[src/rtl/multiword_add_sequencer.sv]
// Multi-precision adder controller: one shared 32-bit adder, one limb per clock, LSB limb first.
// Optional macro MWADD_SUBTRACT_EN adds inSub (A - B via ~B and forced carry-in).

module adder_32bit (
  input  logic [31:0] inA,
  input  logic [31:0] inB,
  input  logic        inCarry,
  output logic [31:0] outSum,
  output logic        outCarry
);
  assign {outCarry, outSum} = {1'b0, inA} + {1'b0, inB} + {32'd0, inCarry};
endmodule

module multiword_add_sequencer #(
  parameter int WORDS = 4
) (
  input  logic                  clk,
  input  logic                  rst,
  input  logic                  inStart,
  input  logic [32*WORDS-1:0]   inA,
  input  logic [32*WORDS-1:0]   inB,
  input  logic                  inCarry,
`ifdef MWADD_SUBTRACT_EN
  input  logic                  inSub,
`endif
  output logic                  outBusy,
  output logic                  outDone,
  output logic [32*WORDS-1:0]   outSum,
  output logic                  outCarry
);
  localparam int W    = 32 * WORDS;
  localparam int IDXW = $clog2(WORDS);

  typedef enum logic [1:0] {IDLE, RUN, DONE} state_t;

  state_t            r_state;
  state_t            w_next;
  logic [W-1:0]      r_a;
  logic [W-1:0]      r_b;
  logic [W-1:0]      r_sum;
  logic              r_carry;
  logic              r_cout;
  logic [IDXW-1:0]   r_idx;
`ifdef MWADD_SUBTRACT_EN
  logic              r_sub;
`endif

  logic [IDXW+4:0]   w_base;
  logic [31:0]       w_a_limb;
  logic [31:0]       w_b_limb;
  logic [31:0]       w_limb_sum;
  logic              w_limb_cout;
  logic              w_last;
  logic              w_accept;

  assign w_base   = {r_idx, 5'd0};
  assign w_a_limb = r_a[w_base +: 32];
`ifdef MWADD_SUBTRACT_EN
  assign w_b_limb = r_sub ? ~r_b[w_base +: 32] : r_b[w_base +: 32];
`else
  assign w_b_limb = r_b[w_base +: 32];
`endif
  assign w_last   = (r_idx == IDXW'(WORDS - 1));
  assign w_accept = (r_state == IDLE) && inStart;

  adder_32bit u_adder (
    .inA      (w_a_limb),
    .inB      (w_b_limb),
    .inCarry  (r_carry),
    .outSum   (w_limb_sum),
    .outCarry (w_limb_cout)
  );

  always_comb begin
    w_next = r_state;
    case (r_state)
      IDLE:    if (inStart) w_next = RUN;
      RUN:     if (w_last) w_next = DONE;
      DONE:    w_next = IDLE;
      default: w_next = IDLE;
    endcase
  end

  always_ff @(posedge clk) begin
    if (rst) r_state <= IDLE;
    else     r_state <= w_next;
  end

  always_ff @(posedge clk) begin
    if (rst) begin
      r_a     <= '0;
      r_b     <= '0;
      r_sum   <= '0;
      r_carry <= 1'b0;
      r_cout  <= 1'b0;
      r_idx   <= '0;
`ifdef MWADD_SUBTRACT_EN
      r_sub   <= 1'b0;
`endif
    end else if (w_accept) begin
      r_a     <= inA;
      r_b     <= inB;
      r_sum   <= '0;
      r_cout  <= 1'b0;
      r_idx   <= '0;
`ifdef MWADD_SUBTRACT_EN
      r_sub   <= inSub;
      r_carry <= inSub | inCarry;
`else
      r_carry <= inCarry;
`endif
    end else if (r_state == RUN) begin
      r_sum[w_base +: 32] <= w_limb_sum;
      r_carry             <= w_limb_cout;
      // Hold the index on the top limb so it never wraps.
      if (w_last) r_cout <= w_limb_cout;
      else        r_idx  <= r_idx + IDXW'(1);
    end
  end

  assign outBusy  = (r_state != IDLE);
  assign outDone  = (r_state == DONE);
  assign outSum   = r_sum;
  assign outCarry = r_cout;
endmodule

[config.mk]
export PLATFORM = sky130hd
export DESIGN_NAME = multiword_add_sequencer
export DESIGN_NICKNAME = d
export VERILOG_FILES = /design/src/rtl/multiword_add_sequencer.sv
export SDC_FILE = /design/constraint.sdc
export NUM_CORES = 1
export LEC_CHECK = 0
export ABC_CLOCK_PERIOD_IN_PS = 5700
export CAP_MARGIN = 20
export CORE_MARGIN = 3
export CORE_UTILIZATION = 50
export DETAILED_ROUTE_END_ITERATION = 10
export PLACE_DENSITY_LB_ADDON = 0.3
export SLEW_MARGIN = 30
export SYNTH_ARGS = -nofsm -noshare
export SYNTH_HDL_FRONTEND = slang
export SYNTH_SLANG_ARGS = --single-unit
[constraint.sdc]
create_clock -name clk -period 5.7 [get_ports clk]
set_input_delay 0.855 -clock clk [delete_from_list [all_inputs] [get_ports clk]]
set_output_delay 0.855 -clock clk [all_outputs]
set_load 0.03 [all_outputs]
==> impl_metrics.py, run 1 <==
metrics = {
    "yosys": {
        "synth_nets": 2158,
        "yosys_register_bits": 390,
        "ys.flop_type": "dfxtp_1",
        "synth_area_leader_cell": "dfxtp_1",
        "synthTopCellsByArea": "dfxtp_1, nand2_1, a21oi_1",
        "syn_area_per_cell_um2": 8.80,
        "yosys_warnings": 0,
        "yosysSeqAreaShare_pct": 47.7,
        "synth_edf_count": 0,
        "syn_area_um2": 16400,
        "syn_inst": 1859,
        "synth_most_common_cell": "nand2_1",
        "async_reset_ff_share_pct": 0,
        "synth_top_area_share_pct": 47.7,
        "ys_types": 57,
        "ys_top_cells_by_count": "nand2_1, dfxtp_1, a21oi_1",
    },
    "worst_setup_path": {
        "r2r-start": "r_idx[0]",
        "cp.arrival_ns": 4.80,
        "ff2ff_setup_slack_ns": 1.28,
        "critical_path.max_fanout": 31,
        "r2r-end": "outSum[50]",
        "criticalPathCategory": "register to register",
        "critical_path_required_ns": 6.08,
        "r2r_cells": 11,
        "end_kind": "register",
        "startpoint_type": "register",
    },
    "detailed_routing": {
        "drtPass1Iterations": 5,
        "drtIter0Drc": 1399,
        "post-route-drc-count": 0,
        "vias_per_cell": 5.68,
        "wl_per_cell_um": 19.2,
        "drtAntennaViolNets": 0,
        "wirelength_mm": 50.5,
        "vias": 14900,
    },
    "place": {
        "place_hpwl_mm": 36.2,
        "routabilityCongestion": 0.879,
        "io_buffers": 390,
    },
    "hold_path": {
        "worstHoldPathCells": 2,
        "whs_endpoint": "r_a[24]",
        "hp-class": "register to register",
        "min-delay-start": "r_a[24]",
    },
    "pwr": {
        "p_total_mw": 6.43,
        "p_leak_nw": 7.98,
        "p_per_area_nw_per_um2": 295,
        "peakVddDrop_uv": 222,
    },
    "global_routing": {
        "overflow": 0,
        "grt_usage_pct": 27.5,
        "grt_pass1_vias": 14300,
        "antenna_found_initial": 4,
        "grt_pass1_wl_mm": 77.7,
        "grt_max_degree": 259,
    },
    "clock_tree": {
        "clockBufferDepth": 3,
        "numClockSinks": 390,
        "htreeDepth": 2,
        "clockRootBuffer": "clkbuf_16",
        "cts_resized": 0,
        "cts_setup_buffers": 0,
        "cts_tree": "done",
        "cts-buffers-inserted": 40,
        "hold_buffers": 0,
        "clock_latency_ns": 0.53,
        "cts.reportedPaths.clkPinSlew_ns": 0.06,
    },
    "sta": {
        "finalClockSkew_ns": 0.0108,
        "timing.final.hold_violations": 0,
        "fin_crit_sh_pct": 77.5,
        "rsz0062_at_grt": "no",
        "worst_pin_slew_ns": 0.957,
        "maxSlewViolCount": 0,
        "fmax_mhz": 226,
        "maxSlewHeadroom_pct": 36.2,
        "final.setup.tns_ns": 0,
        "min_period_ns": 4.42,
        "setup_violations": 0,
    },
    "run": {
        "cap_viol_max_count": 0,
    },
    "final_layout": {
        "drive_gt1_share_pct": 7.48,
        "synthToLayoutAreaGrowth_pct": 33.2,
        "layout.nets": 2463,
        "nFillCells": 2505,
    },
    "die": {
        "ios": 391,
        "num_rows": 65,
        "die_height_um": 187,
        "core_area_um2": 31900,
        "die-area_um2": 34900,
        "start_util_pct": 51.3,
        "die_x_um": 187,
    },
    "outcome": {
        "status": "completed",
    },
}
## power breakdown
| part | internal (mW) | total [mW] | leakage (nW) | switching [mW] |
|---|---|---|---|---|
| Combinational | 0.398 | 0.899 | 4.15 | 0.501 |
| Clock | 1.55 | 2.61 | 0.640 | 1.06 |
| Sequential | 2.84 | 2.92 | 3.18 | 0.0757 |
| Total | 4.79 | 6.43 | 7.98 | 1.64 |
## layer usage
layer / track usage, % / part of all wire, % / up-vias / routed length, um
met2: 43.0 / 45 / 684 / 22900
met5: 0 / 0.048 / - / 24
met3: 5.83 / 8.4 / 110 / 4250
met4: 9.71 / 3.3 / 4 / 1670
met1: 38.0 / 43 / 7106 / 21600
li1: - / - / 7036 / -
## stage by stage
step	util, %	area, um2	hold WS (ns)	instances	worst slack, ns
after floorplan	-	16400	0.433	1859	1.38
after global placement	64.0	20400	0.439	2554	1.47
after detailed placement	64.0	20400	0.443	2554	1.36
after CTS	68.1	21700	0.450	2625	1.33
after global routing	68.4	21800	0.464	2630	1.02
final	68.4	21800	0.450	2630	1.28
## cell usage in the layout (no fill, tap or decap), types with 3 or more instances in the layout
master           synthesis  routed
and3_1                   4       4
a31oi_1                  3       3
clkbuf_1               119      10
a22o_1                  56      56
ha_1                    37      37
clkinv_2                 0       8
inv_1                    6       6
buf_4                    2      10
bufinv_16                0       4
o21ai_0                 29      29
xor2_1                  12      12
o21bai_1                 9       9
a22oi_1                 56      56
xnor2_1                 18      18
dfxtp_1                390     388
a211oi_1                 3       3
clkbuf_8                 0       3
nor2b_1                  3       3
clkdlybuf4s50_1          0     389
mux4_2                  64      64
buf_16                   0       3
nand2_1                564     564
a21o_1                   6       6
nand4_1                  6       6
nand3_1                 13      13
o21ai_1                  6       6
a21oi_1                297     297
nor2_1                  83      82
nor3_1                   4       4
clkbuf_16                0      41
and2_1                   4       4
## sequential cells by signal, summed over array words and instances (netlist names)
name / count
outCarry: 1
outSum: 128
r_a: 128
r_b: 128
r_carry: 1
r_idx: 2
r_state: 2
## critical path, stage by stage (launching register included)
cell and delay, ns:
dfxtp_4 0.79, mux4_2 0.61, fa_1 0.46, fa_1 0.43
a21oi_1 0.26, o211ai_2 0.17, a31oi_4 0.26, o22ai_2 0.15
a31oi_1 0.33, o21bai_1 0.16, xnor2_1 0.46, o21ai_0 0.19
## area by class of cell
cell class | instances | area, um2 | share of cell area, %
inverters | 6 | 22.5 | 0.103
repair buffers | 406 | 4120 | 18.9
clock buffers | 54 | 1100 | 5.07
multi-input cells | 1320 | 7990 | 36.7
diodes | 2 | 5.00 | 0.0230
well taps | 435 | 544 | 2.50
clock inverters | 17 | 199 | 0.913
flip-flops and latches | 390 | 7820 | 35.9
## worst max-delay path by stage
stage                         from          to  slack (ns)  depth (start not counted)
after CTS                 r_idx[0]  outSum[50]        1.33                         11
final                     r_idx[0]  outSum[50]        1.28                         11
after detailed placement  r_idx[0]  outSum[24]        1.36                         11
after floorplan           r_idx[0]  outSum[28]        1.38                         13
after global placement    r_idx[0]  outSum[24]        1.47                         11
after global routing      r_idx[0]  outSum[50]        1.02                         11
## cells by family after synthesis
kind of cell,count (synthesis),share of synthesized area [%]
AND/OR/NAND/NOR,696,16.8
AO/OA/AOI/OAI,490,18.3
flip-flops,390,47.7
buffers and inverters,149,3.55
multiplexers,64,8.81
adder cells (fa/ha/maj),39,3.07
XOR/XNOR,31,1.71
(Power assumes the default switching activity.)
==> inputs of run 2 (changes only) <==
- ABC_CLOCK_PERIOD_IN_PS: 5700 -> 3600
- CORE_UTILIZATION: 50 -> 45
- clock period: 5.7 -> 3.6 ns (I/O delays scaled with it)
==> run 2 against run 1 <==
Global-route usage decreased by 1.9 points. Register-to-register slack got worse by 1.2 ns. First-iteration DRC count decreased by 8.6%. Non-clock buffer count increased by 41. Core utilization decreased by 5.7 points. Sequential power increased by 58%. Via count increased by 0.27%. Hold slack improved by 0.0020 ns. Final cell count increased by 2.6%. Routed wire length increased by 2.9%. Fmax increased by 24%. Power increased by 59%. Critical path type unchanged. Largest power group unchanged.
==> impl_metrics.py, run 2 (same netlist as run 1, synthesis figures left out) <==
metrics = {
    "outcome": {
        "status": "completed",
    },
    "die": {
        "die_x_um": 197,
        "num_rows": 69,
        "core_area_um2": 35700,
        "die-area_um2": 38700,
        "ios": 391,
        "die_height_um": 197,
        "start_util_pct": 45.8,
    },
    "detailed_routing": {
        "drtIter0Drc": 1278,
        "vias": 15000,
        "vias_per_cell": 5.55,
        "top_layer": "met5",
        "dr_wl_met3_mm": 4.00,
        "drtAntennaViolNets": 0,
        "wl_per_cell_um": 19.3,
        "post-route-drc-count": 0,
        "wl_met2_mm": 23.9,
        "wirelength_mm": 52.0,
        "drtPass1Iterations": 5,
        "wirelength_met1_mm": 22.9,
    },
    "worst_setup_path": {
        "cp.depth": 11,
        "criticalPathCategory": "register to register",
        "r2r-start": "r_idx[0]",
        "path_delay_family": "compound AO/OA/AOI/OAI gates",
        "critical_path_required_ns": 4.01,
        "cp_cell_sequence": "mux4_2, fa_2, fa_2, a21oi_4, o211ai_4, a31oi_4, o22ai_4, nand2b_4, a311o_1, xor2_2, a22o_1",
        "worst_path_largest_cell_delay_ns": 0.55,
        "cpMostUsedCell": "fa_2",
        "r2r-end": "outSum[92]",
        "path_buf_inv": 0,
        "cp.arrival_ns": 3.97,
        "slowest_stage": "mux4_2",
        "critical_path.max_fanout": 8,
        "ff2ff_setup_slack_ns": 0.05,
        "end_kind": "register",
        "startpoint_type": "register",
        "r2r_cells": 11,
    },
    "sta": {
        "maxSlewHeadroom_pct": 37.2,
        "setup_violations": 0,
        "rsz0062_at_grt": "yes",
        "finalClockSkew_ns": 0.0199,
        "worst_pin_slew_ns": 0.943,
        "fin_crit_sh_pct": 98.7,
        "min_period_ns": 3.55,
        "final.setup.tns_ns": 0,
        "fmax_mhz": 281,
        "timing.final.hold_violations": 0,
        "maxSlewViolCount": 0,
    },
    "place": {
        "dpl-instance-area_um2": 20700,
        "routabilityCongestion": 0.923,
        "place_hpwl_mm": 37.7,
        "io_buffers": 390,
    },
    "global_routing": {
        "antenna_found_initial": 6,
        "overflow": 0,
        "grt_pass1_vias": 14400,
        "grt_usage_pct": 25.6,
        "grt_max_degree": 161,
        "grt_pass1_wl_mm": 79.3,
    },
    "final_layout": {
        "layout.nets": 2504,
        "synthToLayoutAreaGrowth_pct": 37.0,
        "final_area_um2": 22400,
        "mostFrequentLayoutCells": "nand2_1, clkdlybuf4s50_1, dfxtp_1",
        "layout_commonest_cell": "nand2_1",
        "drive_gt1_share_pct": 10.7,
        "nFillCells": 3004,
    },
    "hold_path": {
        "whs_endpoint": "r_a[83]",
        "worstHoldPathCells": 2,
        "min-delay-start": "r_a[83]",
        "hp-class": "register to register",
    },
    "pwr": {
        "p_per_area_nw_per_um2": 457,
        "peakVddDrop_uv": 255,
        "p_leak_nw": 8.22,
        "p_total_mw": 10.2,
    },
    "clock_tree": {
        "clockBufferDepth": 3,
        "hold_buffers": 0,
        "cts.reportedPaths.clkPinSlew_ns": 0.06,
        "htreeDepth": 2,
        "numClockSinks": 390,
        "clock_latency_ns": 0.54,
        "clockRootBuffer": "clkbuf_16",
        "cts_tree": "done",
        "cts-buffers-inserted": 40,
    },
    "run": {
        "cap_viol_max_count": 0,
    },
}
run 2: cell types whose count changed in the layout (fill, tap and decap cells not counted), moves of 4 or more:
cell      previous run  this run
buf_4               10        47
a21oi_1            297       290
ha_1                37        31
a21oi_2              2         7
ha_2                 0         5
clkbuf_8             3         7
xnor2_1             18        14
xnor2_2              1         5
xor2_1              12         8
run 2: how the worst max path moves through the flow:
stage	from	end	slack, ns
2_1_floorplan	r_idx[0]	outSum[28]	0.03
3_3_place_gp	r_idx[0]	outSum[47]	-0.007
3_5_place_dp	r_idx[0]	outSum[88]	-0.10
4_1_cts	r_idx[0]	outSum[124]	0.0004
5_1_grt	r_idx[0]	outSum[63]	-0.09
6_report	r_idx[0]	outSum[92]	0.05
run 2: worst reg2reg max path, delay by kind of cell (launching register included):
kind,cells,cell delay (ns)
AO/OA/AOI/OAI,6,1.23
adder cells (fa/ha/maj),2,0.83
multiplexers,1,0.55
flip-flops,1,0.44
XOR/XNOR,1,0.19
AND/OR/NAND/NOR,1,0.18
run 2: repair_timing:
item | 4_1_cts | 5_1_grt
cloned | 0 | 2
gates resized for setup | 9 | 34
buffers inserted | 3 | 9
pin swaps | 3 | 14
setup endpoints to repair | 44 | 72
run 2: per-stage QoR:
| step | util [%] | std cells | hold slack [ns] | worst slack, ns |
|---|---|---|---|---|
| after global placement | 58.0 | 2610 | 0.439 | -0.00674 |
| after floorplan | - | 1859 | 0.433 | 0.0259 |
| after detailed placement | 58.0 | 2610 | 0.445 | -0.101 |
| after CTS | 61.8 | 2683 | 0.453 | 0.000437 |
| after global routing | 62.7 | 2697 | 0.469 | -0.0865 |
| final | 62.7 | 2699 | 0.452 | 0.0464 |
run 2: routing by layer:
metal | GRT usage, % | vias to the layer above
li1 | - | 7129
met3 | 4.58 | 75
met2 | 40.4 | 666
met5 | 0 | -
met1 | 36.7 | 7105
met4 | 6.26 | 6
run 2: cell type report:
| cell class | count | area, um2 | area share (%) |
|---|---|---|---|
| Clock buffer | 55 | 1160 | 5.18 |
| Multi-Input combinational cell | 1320 | 8200 | 36.6 |
| Timing Repair Buffer | 447 | 4480 | 20.0 |
| Clock inverter | 15 | 143 | 0.637 |
| Antenna cell | 5 | 12.5 | 0.0558 |
| Sequential cell | 390 | 7820 | 34.9 |
| Tap cell | 461 | 577 | 2.57 |
| Inverter | 6 | 22.5 | 0.101 |
run 2: report_power, final:
| part | switching (mW) | internal [mW] | leakage [nW] | total [mW] |
|---|---|---|---|---|
| sequential | 0.101 | 4.50 | 3.18 | 4.60 |
| clock | 1.69 | 2.40 | 0.646 | 4.09 |
| combinational | 0.846 | 0.704 | 4.39 | 1.55 |
| total | 2.63 | 7.61 | 8.22 | 10.2 |
